## src/rtl/la_ioring_pkg.sv

```systemverilog
// Shared definitions for the io ring configuration transmitter: FSM states,
// ioring bit positions and the pad/bit to serial-position mapping.
package la_ioring_pkg;

  typedef enum logic [1:0] {
    ST_IDLE  = 2'd0,
    ST_SYNC  = 2'd1,
    ST_SHIFT = 2'd2,
    ST_LOAD  = 2'd3
  } state_e;

  localparam int SHIFT_EN = 0;
  localparam int SDATA    = 1;
  localparam int LOAD     = 2;
  localparam int SYNC     = 3;

  // Serial slot of a configuration bit: highest pad first, MSB first.
  function automatic int stream_pos(input int pad, input int bit_idx,
                                    input int npad, input int cfgw);
    return (npad - 1 - pad) * cfgw + (cfgw - 1 - bit_idx);
  endfunction

endpackage

```

## src/rtl/la_ioring_shadow.sv

```systemverilog
// Per-pad shadow configuration registers plus the snapshot that feeds the
// serialiser; the snapshot captures the same-cycle write so it is never lost.
module la_ioring_shadow
  import la_ioring_pkg::*;
#(
  parameter int              NPAD   = 16,
  parameter int              CFGW   = 8,
  parameter int              AW     = 4,
  parameter logic [CFGW-1:0] DEFCFG = '0
) (
  input  logic                 clk,
  input  logic                 nreset,
  input  logic                 wr_en_i,
  input  logic [AW-1:0]        wr_addr_i,
  input  logic [CFGW-1:0]      wr_data_i,
  input  logic                 snap_en_i,
  output logic [NPAD*CFGW-1:0] snap_stream_o
);

  genvar gi;
  generate
    for (gi = 0; gi < NPAD; gi++) begin : g_pad
      logic [CFGW-1:0] entry_q;
      logic [CFGW-1:0] entry_d;
      logic [CFGW-1:0] snap_q;

      // Addresses at or beyond NPAD match no entry and are silently dropped.
      assign entry_d = (wr_en_i && (wr_addr_i == AW'(gi))) ? wr_data_i : entry_q;

      always_ff @(posedge clk or negedge nreset) begin
        if (!nreset) begin
          entry_q <= DEFCFG;
          snap_q  <= DEFCFG;
        end else begin
          entry_q <= entry_d;
          if (snap_en_i) begin
            snap_q <= entry_d;
          end
        end
      end

      for (genvar bj = 0; bj < CFGW; bj++) begin : g_bit
        localparam int POS = stream_pos(gi, bj, NPAD, CFGW);
        assign snap_stream_o[POS] = snap_q[bj];
      end
    end
  endgenerate

endmodule

```

## src/rtl/la_ioring_cfgtx.sv

```systemverilog
// Io ring configuration transmitter: collects per-pad config words and, on
// commit, plays them out as sync pulse, serial shift and load pulse.
module la_ioring_cfgtx
  import la_ioring_pkg::*;
#(
  parameter                  PROP   = "DEFAULT",
  parameter                  SIDE   = "NO",
  parameter int              RINGW  = 8,
  parameter int              NPAD   = 16,
  parameter int              CFGW   = 8,
  parameter logic [CFGW-1:0] DEFCFG = '0,
  localparam int             AW     = (NPAD > 1) ? $clog2(NPAD) : 1
) (
  input  logic             clk,
  input  logic             nreset,
  input  logic             wr_valid,
  output logic             wr_ready,
  input  logic [AW-1:0]    wr_addr,
  input  logic [CFGW-1:0]  wr_data,
  input  logic             commit,
  output logic             busy,
  output logic             done,
  output logic             commit_err,
  output logic [RINGW-1:0] ioring
);

  localparam int TOT = NPAD * CFGW;
  localparam int CW  = (TOT > 1) ? $clog2(TOT) : 1;
  localparam logic [CW-1:0] CNT_LAST = CW'(TOT - 1);

  if (RINGW < 4 || PROP == {$bits(PROP){1'b0}} ||
      (SIDE != "NO" && SIDE != "SO" && SIDE != "EA" && SIDE != "WE")) begin : g_bad_param
    $error("la_ioring_cfgtx: illegal RINGW, PROP or SIDE");
  end

  state_e           state_q, state_d;
  logic [CW-1:0]    cnt_q, cnt_d;
  logic [RINGW-1:0] ioring_q, ioring_d;
  logic             busy_q, done_q, commit_err_q, wr_ready_q;
  logic             wr_en, snap_en;
  logic [TOT-1:0]   snap_stream;

  assign wr_en   = wr_valid && wr_ready_q;
  assign snap_en = commit && (state_q == ST_IDLE);

  la_ioring_shadow #(
    .NPAD   (NPAD),
    .CFGW   (CFGW),
    .AW     (AW),
    .DEFCFG (DEFCFG)
  ) u_shadow (
    .clk           (clk),
    .nreset        (nreset),
    .wr_en_i       (wr_en),
    .wr_addr_i     (wr_addr),
    .wr_data_i     (wr_data),
    .snap_en_i     (snap_en),
    .snap_stream_o (snap_stream)
  );

  always_comb begin
    state_d = state_q;
    cnt_d   = cnt_q;
    case (state_q)
      ST_IDLE:  if (commit) state_d = ST_SYNC;
      ST_SYNC: begin
        state_d = ST_SHIFT;
        cnt_d   = '0;
      end
      ST_SHIFT: begin
        if (cnt_q == CNT_LAST) begin
          state_d = ST_LOAD;
          cnt_d   = '0;
        end else begin
          cnt_d = cnt_q + 1'b1;
        end
      end
      ST_LOAD:  state_d = ST_IDLE;
      default:  state_d = ST_IDLE;
    endcase
  end

  // Outputs are decoded from the next state so the ring sees clean flop outputs.
  always_comb begin
    ioring_d = '0;
    case (state_d)
      ST_SYNC:  ioring_d[SYNC] = 1'b1;
      ST_SHIFT: begin
        ioring_d[SHIFT_EN] = 1'b1;
        ioring_d[SDATA]    = snap_stream[cnt_d];
      end
      ST_LOAD:  ioring_d[LOAD] = 1'b1;
      default:  ioring_d = '0;
    endcase
  end

  always_ff @(posedge clk or negedge nreset) begin
    if (!nreset) begin
      state_q      <= ST_IDLE;
      cnt_q        <= '0;
      ioring_q     <= '0;
      busy_q       <= 1'b0;
      done_q       <= 1'b0;
      commit_err_q <= 1'b0;
      wr_ready_q   <= 1'b0;
    end else begin
      state_q      <= state_d;
      cnt_q        <= cnt_d;
      ioring_q     <= ioring_d;
      busy_q       <= (state_d != ST_IDLE);
      done_q       <= (state_q == ST_LOAD);
      commit_err_q <= commit && (state_q != ST_IDLE);
      wr_ready_q   <= (state_d == ST_IDLE);
    end
  end

  assign wr_ready   = wr_ready_q;
  assign busy       = busy_q;
  assign done       = done_q;
  assign commit_err = commit_err_q;
  assign ioring     = ioring_q;

endmodule
```

## config.mk

```make
export PLATFORM = sky130hd
export DESIGN_NAME = la_ioring_cfgtx
export DESIGN_NICKNAME = d
export VERILOG_FILES = /design/src/rtl/la_ioring_pkg.sv /design/src/rtl/la_ioring_shadow.sv /design/src/rtl/la_ioring_cfgtx.sv
export SDC_FILE = /design/constraint.sdc
export NUM_CORES = 1
export LEC_CHECK = 0
export CORE_ASPECT_RATIO = 1.2
export CORE_MARGIN = 2
export CORE_UTILIZATION = 59
export CTS_CLUSTER_SIZE = 25
export DETAILED_ROUTE_END_ITERATION = 6
export PLACE_DENSITY_LB_ADDON = 0.08
export REMOVE_ABC_BUFFERS = 1
export SLEW_MARGIN = 30
export SYNTH_ARGS = -nofsm -noshare
export SYNTH_HDL_FRONTEND = slang
export SYNTH_SLANG_ARGS = --single-unit
```

## constraint.sdc

```tcl
create_clock -name clk -period 5.3 [get_ports clk]
set_input_delay 0.53 -clock clk [delete_from_list [all_inputs] [get_ports clk]]
set_output_delay 0.53 -clock clk [all_outputs]
set_load 0.03 [all_outputs]
```

Word level (Yosys, flattened, before mapping). Cells that the tools add are included.

Add/subtract/negate cells: 1. $lt $le $gt $ge: 1. Equal/unequal tests: 22. Multiplexer cells: 26. Reductions and logical operators: 24.

Operator list (count): $mux W8 (16); $eq A4 B4 Y1 const B (8); $logic_and A1 B1 Y1 (19); $eq A4 B3 Y1 const B (4); $pmux W7 S2 (1); $eq A2 B2 Y1 const B (4); $eq A4 B2 Y1 const B (2); $lt A7 B8 Y1 const B (1); $pmux W2 S4 (1); $add A7 B1 Y7 const B (1); $bmux W1 S7 (1); $eq A7 B7 Y1 const B (1); $mux W7 (1); $mux W2 (3); $eq A2 B1 Y1 const B (2); $eq A4 B1 Y1 const B (1); $logic_not A2 Y1 (2); $logic_not A4 Y1 (1); $reduce_bool A2 Y1 (2); $mux W1 (3).

Register bits after elaboration: 273. Bits of input ports: 16. Output and inout bits: 12. Word-level logic and storage cells: 113.

Logic depth before layout (Yosys ltp).
Depth in word-level cells: 6. Gate-level depth with buffers: 14. Depth with buffers taken out: 11.

Modules after synthesis. From an unflattened synthesis, not the netlist that was laid out.

Cell total of the unflattened synthesis: 1297. Area, all modules: 12256.8 sq um.

Modules (own cells, without submodules): la_ioring_shadow (times used 1, cells each 1007, area each 10108.4 sq um, seq. area each 6406.1 sq um); la_ioring_cfgtx (times used 1, cells each 290, area each 2148.3 sq um, seq. area each 425.4 sq um).

Worst setup path before layout. Ideal clock, no wire load.

Path type: register -> register. Start: reg cnt_q[0]. End: reg ioring_q[1] (netlist: ioring[1]). Library setup time: 137 ps. Arrival: 2623 ps. Required time: 5163 ps. Slack: 2539 ps. Cell stages (with the launch flop): 12. Buffers on the path: 1. Period minus slack after synthesis: 2761 ps. Path through: dfrtp_1 ha_1 and3_1 buf_6 a211oi_4 nor2_4 inv_6 mux4_2 mux2i_1 o2bb2ai_1 a2111oi_2 o211ai_1.

Cells in the longest elaborated chain, start to end: 6. Elaborated cells between the ends (all ways): 10. Those cells by class: add/sub: 1; eq/ne: 2; mux: 7.

Ends and longest elaborated chain: start, declared (line la_ioring_cfgtx.sv:37) `logic [CW-1:0] cnt_q, cnt_d;`; start signal, assigned (line la_ioring_cfgtx.sv:108) `cnt_q <= cnt_d;`; $add A7 B1 Y7 / $eq A7 B7 Y1 (equally long branches) (line la_ioring_cfgtx.sv:75, la_ioring_cfgtx.sv:71); $mux W7 (line la_ioring_cfgtx.sv:71) `if (cnt_q == CNT_LAST) begin`; $pmux W7 S2 (line la_ioring_cfgtx.sv:64) `case (state_q)`; $bmux W1 S7 (line la_ioring_cfgtx.sv:90) `ioring_d[SDATA] = snap_stream[cnt_d];`; $mux W1 (implied by the code) (line la_ioring_cfgtx.sv:90); $mux W2 * (line la_ioring_cfgtx.sv:86) `case (state_d)`; net ioring_d[1] (line la_ioring_cfgtx.sv:38) `logic [RINGW-1:0] ioring_q, ioring_d;`; end signal, assigned (line la_ioring_cfgtx.sv:109) `ioring_q <= ioring_d;`; end, declared (line la_ioring_cfgtx.sv:38).

Mark *: on every way through the listed nets, which the timed path passes. The rest lies on a longest branch. The select of a mux whose other input is x is not followed. A chain may end at the register's enable or synchronous reset.

Worst setup path after layout.
Start: reg state_q[0]. End: reg ioring_q[1] (netlist: ioring[1]).

Elaborated cells between the ends (all ways): 12. Those cells by class: eq/ne: 4; mux: 7; reduce/logical: 1.

RTL lines: start, declared (line la_ioring_cfgtx.sv:36) `state_e state_q, state_d;`; start signal, assigned (line la_ioring_cfgtx.sv:107) `state_q <= state_d;`; $eq A2 B2 Y1 (tied with other cells) (line la_ioring_cfgtx.sv:64); $pmux W2 S4 * (line la_ioring_cfgtx.sv:64); net state_d[1] (line la_ioring_cfgtx.sv:36); $eq A2 B2 Y1 * (line la_ioring_cfgtx.sv:86); $mux W2 * (line la_ioring_cfgtx.sv:86); net ioring_d[1] (line la_ioring_cfgtx.sv:38).

Marked as above.

==> results.cfg <==
[run_status]
status = finished, final reports clean

[floorplanning]
io-pin-count = 28
rows = 56
die_h_um = 158
dieArea_um2 = 20900
die_x_um = 132
start_util_pct = 59.9
core_area_um2 = 19500

[timing]
period_share_pct = 77.1
skew_ps = 13.1
worst_pin_slew_ps = 1010
min_period_ps = 4090
hold_viol = 0
slew_headroom_pct = 32.5
report.final.slew_viol_count = 0
clock.fmax_ghz = 0.245
fin_setup_tns_ps = 0
setup_violations = 0
rsz0062_at_grt = no

[cells_and_area]
mostFrequentLayoutCells = dfrtp_1 (273), mux2_2 (257), clkbuf_16 (27), and3_1 (26), nand2_1 (25)
layout.filler_cells = 1422
final_area_um2 = 13000
multi_input_area_um2 = 4570
drive_gt1_share_pct = 38.5
regArea_um2 = 6830
nNetsFinal = 852
diodes = 0
final_common_cell = dfrtp_1
area_growth_pct = 11.0

[power_and_ir_drop]
power_density_nw_per_um2 = 569
ir_drop_mv = 0.352
total_leakage_power_nw = 6.00

[worst_setup_path]
r2r_slack_ps = 1210
r2r_end = ioring[1]
critPathMaxFanout = 23
critPathKind = reg -> reg
rr_startpoint = state_q[0]
ff2ff_path_depth = 11
critPathLaunchType = flip-flop
critPathCaptureType = flip-flop
worstPathArrival_ps = 4480
cp.required_ps = 5690

[global_route]
antenna_found_initial = 0
track_usage_pct = 24.6
grt_pass1_wl_mm = 40.1
grt_most_used_layer = met2
grt_overflow = 0
grt_max_degree = 139
grt_util_met1_pct = 34.3
met2_usage_pct = 41.5
groute.layer.met3.usage_pct = 3.36
grt_pass1_vias = 7003

[clock_tree]
cts_tree = yes
root_buffer = clkbuf_16
post-cts-setup-buffers = 0
clockBufferDepth = 3
htree_levels = 1
clk_latency_ps = 520
path_clk_slew_ps = 70
cts_sinks = 273
cts_buffers = 26

[synthesis]
syn_area_um2 = 11700
synth_seq_cells = 273
synth_edf_count = 0
synth.distinct_cells = 66
syn-instance-count = 819
yosysTopAreaCell = dfrtp_1
synthArstFlopShare_pct = 100
yosysSeqAreaShare_pct = 58.5
synth.top_cell.area_share_pct = 58.5
ys_top_cells_by_area = dfrtp_1 (59%), mux2_2 (25%), mux4_2 (1.5%)
yosys_warnings = 0
synth_ff_type = dfrtp_1
avgSynthCellArea_um2 = 14.3

[run]
drv_cap = 0

[place]
place_congestion = 0.879
place.port_buffers = 23
place_area_um2 = 12100
hpwl_mm = 15.6

[drt]
antenna_left = 0
drtPass1Iterations = 5
drc_errors = 0
drt-initial-drc-count = 411
via_per_inst = 6.15
wirelength_mm = 25.1
wl_per_cell_um = 22.6
vias = 6840

[min_path]
min-delay-start = u_shadow.g_pad[0].entry_q[5]
worstHoldEndpoint = u_shadow.g_pad[0].entry_q[5]
hold_path.class = reg -> reg
hold_depth = 1
[worst max-delay path, cell delays in order (launching register included)]
cell      delay (ps)
dfrtp_1          370
inv_1             70
ha_1             520
inv_1            210
a21boi_1         180
buf_4            220
clkinv_1         720
nor2_1           730
a22o_1           240
o32ai_1           90
o311ai_0         440
o211ai_1         160
[routing by layer]
layer / vias up / routed length [um]
li1: 3014 / -
met1: 3622 / 11200
met2: 159 / 12400
met3: 45 / 1000
met4: 0 / 561
met5: - / 0
[how the worst max path moves through the flow]
stage | startpoint | endpoint | depth (start not counted)
final | state_q[0] | ioring[1] | 11
after global routing | state_q[0] | ioring[1] | 12
after CTS | state_q[0] | ioring[1] | 12
after detailed placement | state_q[0] | ioring[1] | 12
after global placement | state_q[0] | ioring[1] | 12
after floorplan | state_q[0] | ioring[1] | 8
[Yosys cell counts (8+ instances only)]
master / count
dfrtp_1: 273
mux2_2: 257
clkbuf_1: 28
and3_1: 26
nand2_1: 25
nor2_1: 22
a211oi_1: 18
mux2i_1: 12
inv_1: 10
nand3_1: 10
o21ai_0: 9
mux4_2: 8
[layout make-up]
class	count	share of cell area (%)
clock buffers	38	5.92
clock inverters	9	0.772
well taps	261	2.52
repair buffers	31	2.46
inverters	12	0.386
multi-input cells	488	35.2
flip-flops and latches	273	52.7
[power breakdown]
| group | switching (mW) | leakage [nW] | internal, mW | total, mW |
|---|---|---|---|---|
| combinational | 1.22 | 2.01 | 1.15 | 2.37 |
| sequential | 0.306 | 3.57 | 2.84 | 3.15 |
| clock | 0.758 | 0.424 | 1.10 | 1.86 |
[sequential cells by signal, summed over array words and instances, names as in the netlist]
register / flops
u_shadow.g_pad.snap_q: 128
u_shadow.g_pad.entry_q: 128
ioring: 4
busy: 1
cnt_q: 7
commit_err: 1
state_q: 2
wr_ready: 1
done: 1
[cell families (layout without fill, tap and decap cells)]
family / Yosys count / count (layout) / share of synthesized area, %
other cells: 1 / 4 / 0.0321
fa+ha+maj: 4 / 4 / 0.429
simple gates: 125 / 125 / 5.80
flops: 273 / 273 / 58.5
buf+inv: 61 / 90 / 2.50
compound gates: 77 / 77 / 5.16
mux: 278 / 278 / 27.6
[per-stage QoR]
stage	worst slack, ps	total power, mW	instances	hold slack, ps	util, %
after floorplan	604	4.87	773	234	-
after global placement	1790	5.45	1063	474	62.0
after detailed placement	1600	5.56	1063	478	61.9
after CTS	1600	7.42	1110	179	66.4
after global routing	866	7.79	1112	501	66.5
final	1210	7.38	1112	492	66.5
[repair_timing]
action                    CTS  global route
hold buffers                0             1
gates resized for setup     0             0
hold endpoints to repair    0            47
No activity file was read; power rests on OpenSTA's default activity.
